File: config.mk
export PLATFORM = sky130hd
export DESIGN_NAME = fb_write_arbiter
export DESIGN_NICKNAME = d
export VERILOG_FILES = /design/src/rtl/fb_write_arbiter.sv
export SDC_FILE = /design/constraint.sdc
export NUM_CORES = 1
export LEC_CHECK = 0
export CORE_MARGIN = 2
export CORE_UTILIZATION = 45
export CTS_CLUSTER_DIAMETER = 200
export DETAILED_ROUTE_END_ITERATION = 10
export MAX_ROUTING_LAYER = met4
export PLACE_DENSITY_LB_ADDON = 0.15
export SYNTH_ARGS = -nofsm -noshare
export SYNTH_HDL_FRONTEND = slang
export SYNTH_SLANG_ARGS = --single-unit
File: constraint.sdc
create_clock -name i_dotclk -period 3.35 [get_ports i_dotclk]
set_clock_uncertainty 0.15 [all_clocks]
set_input_delay 0.67 -clock i_dotclk [delete_from_list [all_inputs] [get_ports i_dotclk]]
set_output_delay 0.67 -clock i_dotclk [all_outputs]
set_load 0.05 [all_outputs]
File: src/rtl/fb_write_arbiter.sv
// Single write port of the frame-buffer RAM: arbitrates capture pixels, the full-buffer
// clear sweep and overlay writes, presenting one registered write per dot clock.
module fb_write_arbiter #(
  parameter int ADDR_W   = 18,
  parameter int FB_DEPTH = 192000,
  parameter int DROP_W   = 8
) (
  input  logic              i_dotclk,
  input  logic              i_reset,
  input  logic              i_pix_valid,
  input  logic [ADDR_W-1:0] i_pix_addr,
  input  logic              i_pix_data,
  input  logic              i_clear_req,
  input  logic              i_ovl_req,
  input  logic [ADDR_W-1:0] i_ovl_addr,
  input  logic              i_ovl_data,
  output logic              o_ovl_ack,
  output logic [ADDR_W-1:0] o_waddr,
  output logic              o_wdata,
  output logic              o_wren,
  output logic              o_clear_busy,
  output logic              o_clear_done,
  output logic [DROP_W-1:0] o_drop_cnt
);

  typedef enum logic [1:0] {NORMAL, CLEAR, DONE} state_t;

  // Compare against the last valid address so FB_DEPTH == 2^ADDR_W does not wrap.
  localparam logic [ADDR_W-1:0] LAST = ADDR_W'(FB_DEPTH - 1);

  state_t            state, state_n;
  logic [ADDR_W-1:0] cnt, cnt_n, waddr_n;
  logic              wdata_n, wren_n, ack_n, done_n, busy_n, drop_inc;

  always_comb begin
    state_n  = state;
    cnt_n    = cnt;
    waddr_n  = o_waddr;
    wdata_n  = o_wdata;
    wren_n   = 1'b0;
    ack_n    = 1'b0;
    done_n   = 1'b0;
    drop_inc = 1'b0;
    case (state)
      NORMAL: begin
        if (i_clear_req) begin
          state_n  = CLEAR;
          cnt_n    = '0;
          drop_inc = i_pix_valid;
        end else if (i_pix_valid) begin
          if (i_pix_addr <= LAST) begin
            waddr_n = i_pix_addr;
            wdata_n = i_pix_data;
            wren_n  = 1'b1;
          end else begin
            drop_inc = 1'b1;
          end
        end else if (i_ovl_req && !o_ovl_ack) begin
          // Skipping the cycle after an ack lets the requester drop its request.
          ack_n = 1'b1;
          if (i_ovl_addr <= LAST) begin
            waddr_n = i_ovl_addr;
            wdata_n = i_ovl_data;
            wren_n  = 1'b1;
          end
        end
      end
      CLEAR: begin
        waddr_n  = cnt;
        wdata_n  = 1'b0;
        wren_n   = 1'b1;
        drop_inc = i_pix_valid;
        if (i_clear_req)      cnt_n   = '0;
        else if (cnt == LAST) state_n = DONE;
        else                  cnt_n   = cnt + 1'b1;
      end
      DONE: begin
        drop_inc = i_pix_valid;
        if (i_clear_req) begin
          state_n = CLEAR;
          cnt_n   = '0;
        end else begin
          state_n = NORMAL;
          done_n  = 1'b1;
        end
      end
      default: state_n = NORMAL;
    endcase
    // Busy spans every registered clear write, including a restart out of DONE.
    busy_n = (state == CLEAR) || (state_n == CLEAR);
  end

  always_ff @(posedge i_dotclk or posedge i_reset) begin
    if (i_reset) begin
      state        <= NORMAL;
      cnt          <= '0;
      o_waddr      <= '0;
      o_wdata      <= 1'b0;
      o_wren       <= 1'b0;
      o_ovl_ack    <= 1'b0;
      o_clear_busy <= 1'b0;
      o_clear_done <= 1'b0;
      o_drop_cnt   <= '0;
    end else begin
      state        <= state_n;
      cnt          <= cnt_n;
      o_waddr      <= waddr_n;
      o_wdata      <= wdata_n;
      o_wren       <= wren_n;
      o_ovl_ack    <= ack_n;
      o_clear_busy <= busy_n;
      o_clear_done <= done_n;
      if (drop_inc && (o_drop_cnt != '1)) o_drop_cnt <= o_drop_cnt + 1'b1;
    end
  end

endmodule

==> Word-level counts from Yosys, hierarchy flattened <==
Cells that the tools add are included.
{ "totals": {"in_bits": 43, "out_inout_bits": 31, "register_bits": 51, "wordCells": 72} }
{ "op_classes": {"mux": 37, "addsub": 2, "magnitude_cmp": 2, "eq_ne": 11, "n_reduce_logical": 11} }
{ "op_table": {"columns": ["operator", "n"], "rows": [
  ["18-bit two-way mux", 8],
  ["18-bit case mux with 2 select lines", 2],
  ["18-bit <= comparator (second input constant)", 2],
  ["1-bit two-way mux", 20],
  ["18-bit by 1-bit adder with 18-bit output (second input constant)", 1],
  ["18-bit == test (second input constant)", 1],
  ["3-bit inequality test (second input constant)", 4],
  ["8-bit by 1-bit adder with 8-bit output (second input constant)", 1],
  ["8-bit inequality test (second input constant)", 1],
  ["2-bit two-way mux", 3],
  ["1-bit case mux with 2 select lines", 3],
  ["2-bit case mux with 3 select lines", 1],
  ["5-bit AND reduction", 1],
  ["2-bit by 1-bit == test with 1-bit output (second input constant)", 2],
  ["2-bit nonzero test", 2],
  ["2-bit OR reduction", 2],
  ["3-bit AND reduction", 1],
  ["2-bit == test (second input constant)", 1],
  ["1-bit logical AND", 2],
  ["2-bit logical NOT", 1],
  ["2-bit by 1-bit inequality test with 1-bit output (second input constant)", 1],
  ["2-bit inequality test (second input constant)", 1],
  ["1-bit logical NOT", 1],
  ["1-bit logical OR", 1]
]} }

==> Depth between registers and ports, before layout <==
{ "depth": {"depth_word": 6, "ltp_mapped": 9, "depth_no_buf": 7} }

==> Worst setup path after synthesis <==
Ideal clock, no wire load.
{ "synth_path": {"path_type": "reg2reg", "startpoint": "register state[0]", "endpoint": "register o_waddr[0]", "t_required_ps": 3073, "arrival_time_ps": 2037, "setup_time_ps": 127, "path_stages_with_launch": 10, "period_less_slack_ps": 2314, "setup_slack_ps": 1036, "path_buffers": 2, "cell_sequence": "dfrtp_1 > inv_1 > ha_1 > and2b_1 > and3_1 > a32o_1 > nand2b_1 > buf_4 > buf_6 > mux2_1"} }
{ "synth_between": {"elab_chain_cells": 3, "elab_cells_between_ends": 9, "cone_classes": "5 x eq/ne; 1 x mux; 3 x reduce/logical"} }
{ "synth_lines": {"columns": ["item", "line", "source"], "rows": [
  ["from (decl)", "31", "state_t state, state_n;"],
  ["from (signal assigned)", "105", "state <= state_n;"],
  ["2-bit logical NOT or 2-bit by 1-bit == test with 1-bit output (tied branches)", "44", "case (state)"],
  ["3-bit inequality test (no source line) (tied with other cells)", null, null],
  ["5-bit AND reduction (no source line)", null, null],
  ["to (signal assigned)", "107", "o_waddr <= waddr_n;"],
  ["to (decl)", "18", "output logic [ADDR_W-1:0] o_waddr,"]
]} }
Parallel ways exist; a longest one is shown, timed or not.
A chain may end at the register's enable or synchronous reset.

==> Worst setup path after layout <==
{ "layout_path": {"startpoint": "input i_clear_req", "endpoint": "register cnt[6]"} }
{ "layout_between": {"elab_chain_cells": 2, "elab_cells_between_ends": 5, "cone_classes": "2 x eq/ne; 2 x mux; 1 x reduce/logical"} }
{ "layout_lines": {"columns": ["item", "line", "source"], "rows": [
  ["from (decl)", "13", "input logic i_clear_req,"],
  ["3-bit inequality test (no source line) (tied with other cells)", null, null],
  ["3-bit AND reduction (no source line) or 18-bit case mux with 2 select lines (tied branches)", null, null],
  ["to (signal assigned)", "106", "cnt <= cnt_n;"],
  ["to (decl)", "32", "logic [ADDR_W-1:0] cnt, cnt_n, waddr_n;"]
]} }
Parallel ways exist; a longest one is shown, timed or not.

==> out/results.txt <==
status -> completed
EDFF count, synth -> 0
xor/xnor cell area share of the yosys netlist -> 2.40%
CP startpoint kind -> input port
post-cts hold buffer count -> 0
Synth Area in Adders -> 3.00%
Final Critical Period -> 2.71 ns
Power Density -> 735 nW/um2
Worst R2R Start -> state[0]
io pins -> 74
worst reg2reg path depth -> 7
total wire length -> 7180 um
Final ANT Viol Nets -> 0
hpwl dp -> 5340 um
Simple-Gate Fraction of Synth Area -> 19.3%
Worst IR Drop VDD -> 0.549 mV
FMAX -> 0.369 GHz
Yosys warning count -> 0
largest net degree at the start of global routing -> 37
die area -> 7160 um2
min-delay src -> o_waddr[12]
Skew-Pair Late Insertion Delay -> 0.31 ns
final slew viol count -> 0
fin crit share -> 81.0%
worst hold path stage count -> 1
CP Buf/Inv Count -> 1
Clk pwr share -> 17.8%
ant diodes -> 0
switching share of power -> 43.1%
CP max stage cell -> clkdlybuf4s50_1
mux cell area share after synthesis -> 13.9%
Die W -> 84.6 um
Psw -> 1.22 mW
min-delay worst type -> flip-flop to flip-flop
Area growth syn-to-layout -> 32.0%
top-area cell type share of the netlist area -> 43.6%
ranking of synthesized cells by area -> dfrtp_1, mux2i_1, o21ai_0
clock net sink count -> 51
Combinational Power Share -> 50.7%
filler cell count in the final layout -> 554
post-synthesis compound-gate area fraction -> 14.5%
TritonCTS Buffers -> 5
Core ar. -> 6310 um2
relative slew slack -> 59.6%
Via density -> 5.61
Initial DRT Pass Iterations -> 4
row cnt -> 29
Min Hold Slack -> 0.342 ns
Max H-tree Level -> 2
DR WL/cell -> 16.0 um
critical path class -> input port to flip-flop
P_int -> 1.62 mW
#FFs+latches synth -> 51
Pleak -> 1.62 nW
setup tns final -> 0 ns
final hold viol count -> 0
CP arrival -> 2.80 ns
average size of a mapped cell -> 9.71 um2
CTS tree -> yes
Final Non-Filler Cells -> 450
CP Cell Sequence -> clkdlybuf4s50_1 -> o21ba_1 -> or2_0 -> a21o_4 -> or4_1 -> a21oi_1
RSZ-0062 raised after global routing -> no
cell taking the most area after synthesis -> dfrtp_1
crit-path leading delay family -> simple AND/OR/NAND/NOR gates
first-pass GRT wire length -> 12100 um
clk buf depth -> 2
Post-route DRC -> 0
Iteration-0 DRC Markers -> 156
placed insts -> 442
most used flip-flop cell after synthesis -> dfrtp_1
GRT Total Usage -> 21.5%
CP Max Fanout -> 17
Final #Nets -> 422
number of global-route vias before repair -> 2439
CTS clk-pin slew, worst paths -> 0.09 ns
Max-Cap Viols -> 0
I/O Buffers -> 73
CTS Root Cell -> clkbuf_8
Syn Nets -> 351
ys async rst share -> 100%
R2R Path End -> cnt[6]
final setup fails -> 0
distinct cell type count after synthesis -> 54
grt ovf -> 0
initial antenna violation count -> 0
Post-Syn Instances -> 301
largest family of logic cells by synthesized area -> simple AND/OR/NAND/NOR gates
Pwr Total -> 2.84 mW
WHS Endpoint -> o_waddr[12]
Critical Path RT -> 3.43 ns
layout cells sized above 1 -> 7.77%
synthesized area -> 2920 um2
Worst path max stage delay -> 0.66 ns
endpoint type of the worst setup path -> flip-flop
postcts setup bufs -> 0
sequential share of power -> 31.4%
Starting Density -> 46.3%
R2R setup slack -> 0.77 ns
Post-Place Worst Slack -> 0.346 ns
Worst-Margin Slew -> 0.605 ns
setup ws final -> 0.637 ns
RePlAce Congestion -> 0.949
register area share after synthesis -> 43.6%
die height -> 84.6 um
vias post-DR -> 2524
Gates resized, CTS repair -> 0
## metal layers
metal,wire length (um),global-route usage [%],vias to the layer above,part of all wire [%]
met2,3110,30.8,91,43
li1,-,-,1240,-
met4,119,6.64,0,1.7
met5,0,-,-,0
met3,456,3.93,13,6.4
met1,3490,31.2,1180,49
## sequential cells by signal (all words and copies together) (netlist names)
| name | flops |
|---|---|
| o_clear_done | 1 |
| o_wren | 1 |
| o_clear_busy | 1 |
| o_drop_cnt | 8 |
| o_waddr | 18 |
| state | 2 |
| o_ovl_ack | 1 |
| cnt | 18 |
| o_wdata | 1 |
## cell type report
class	instances	area, um2	share of cell area, %
Multi-Input combinational cell	231	1560	40.3
Sequential cell	51	1280	33.1
Timing Repair Buffer	78	781	20.2
Tap cell	77	96.3	2.50
Clock buffer	6	72.6	1.88
Clock inverter	2	60.1	1.56
Inverter	5	18.8	0.486
## how the worst max path moves through the flow
stage / from / endpoint / slack, ns / cells past startpoint
after floorplan: state[0] / o_waddr[0] / 1.04 / 9
after global placement: i_clear_req / cnt[6] / 0.35 / 6
after detailed placement: i_clear_req / cnt[6] / 0.35 / 6
after CTS: i_clear_req / cnt[6] / 0.66 / 6
after global routing: i_clear_req / cnt[11] / 0.54 / 6
final: i_clear_req / cnt[6] / 0.64 / 6
## synthesized netlist by cell type (7+ instances only)
| cell type | number |
|---|---|
| o21ai_0 | 28 |
| nand4_1 | 8 |
| dfrtp_1 | 51 |
| nand2b_1 | 8 |
| nand2_1 | 36 |
| mux2_2 | 12 |
| ha_1 | 7 |
| mux2_1 | 9 |
| mux2i_1 | 17 |
| nand3_1 | 11 |
| a21oi_1 | 12 |
| nor2_1 | 16 |
## placed cells by master, fill, tap and decap left out, types with 2 or more instances in the layout
cell	instances
a211oi_1	2
clkbuf_8	5
bufinv_16	2
a31oi_1	6
xnor2_1	5
o21ai_0	28
mux2_2	12
nor2b_1	2
o21ai_1	4
dfrtp_1	51
mux2i_1	17
nand4_1	8
ha_1	7
or3_1	4
xor2_1	3
or4_1	2
buf_4	4
a21oi_1	12
and3_1	4
nor3_1	4
nand2_1	36
nor4_1	3
nand3_1	11
nand2b_1	8
inv_1	4
o41ai_1	2
nor2_1	16
mux2_1	9
o31ai_1	3
clkdlybuf4s50_1	73
## power by group through the flow
stage / logic, mW / clock network, mW / registers (mW)
CTS: 1.45 / 0.519 / 0.892
detailed placement: 1.45 / 0 / 0.902
floorplan: 0.542 / 0 / 1.36
global placement: 1.42 / 0 / 0.897
finish: 1.44 / 0.506 / 0.892
global route: 1.54 / 0.544 / 0.919
## per-stage QoR
stage / instance area, um2 / utilization (%)
floorplan: 2920 / -
global placement: 3730 / 59.0
detailed placement: 3730 / 59.0
CTS: 3860 / 61.1
global route: 3860 / 61.1
finish: 3860 / 61.1
## kinds of logic (layout without fill, tap and decap cells)
family	after synthesis	count (layout)
compound gates	69	69
xor+xnor	8	8
fa+ha+maj	7	7
buf+inv	19	91
flops	51	51
mux	38	38
simple gates	109	109
Note: power is estimated with default switching activity, not from simulation.
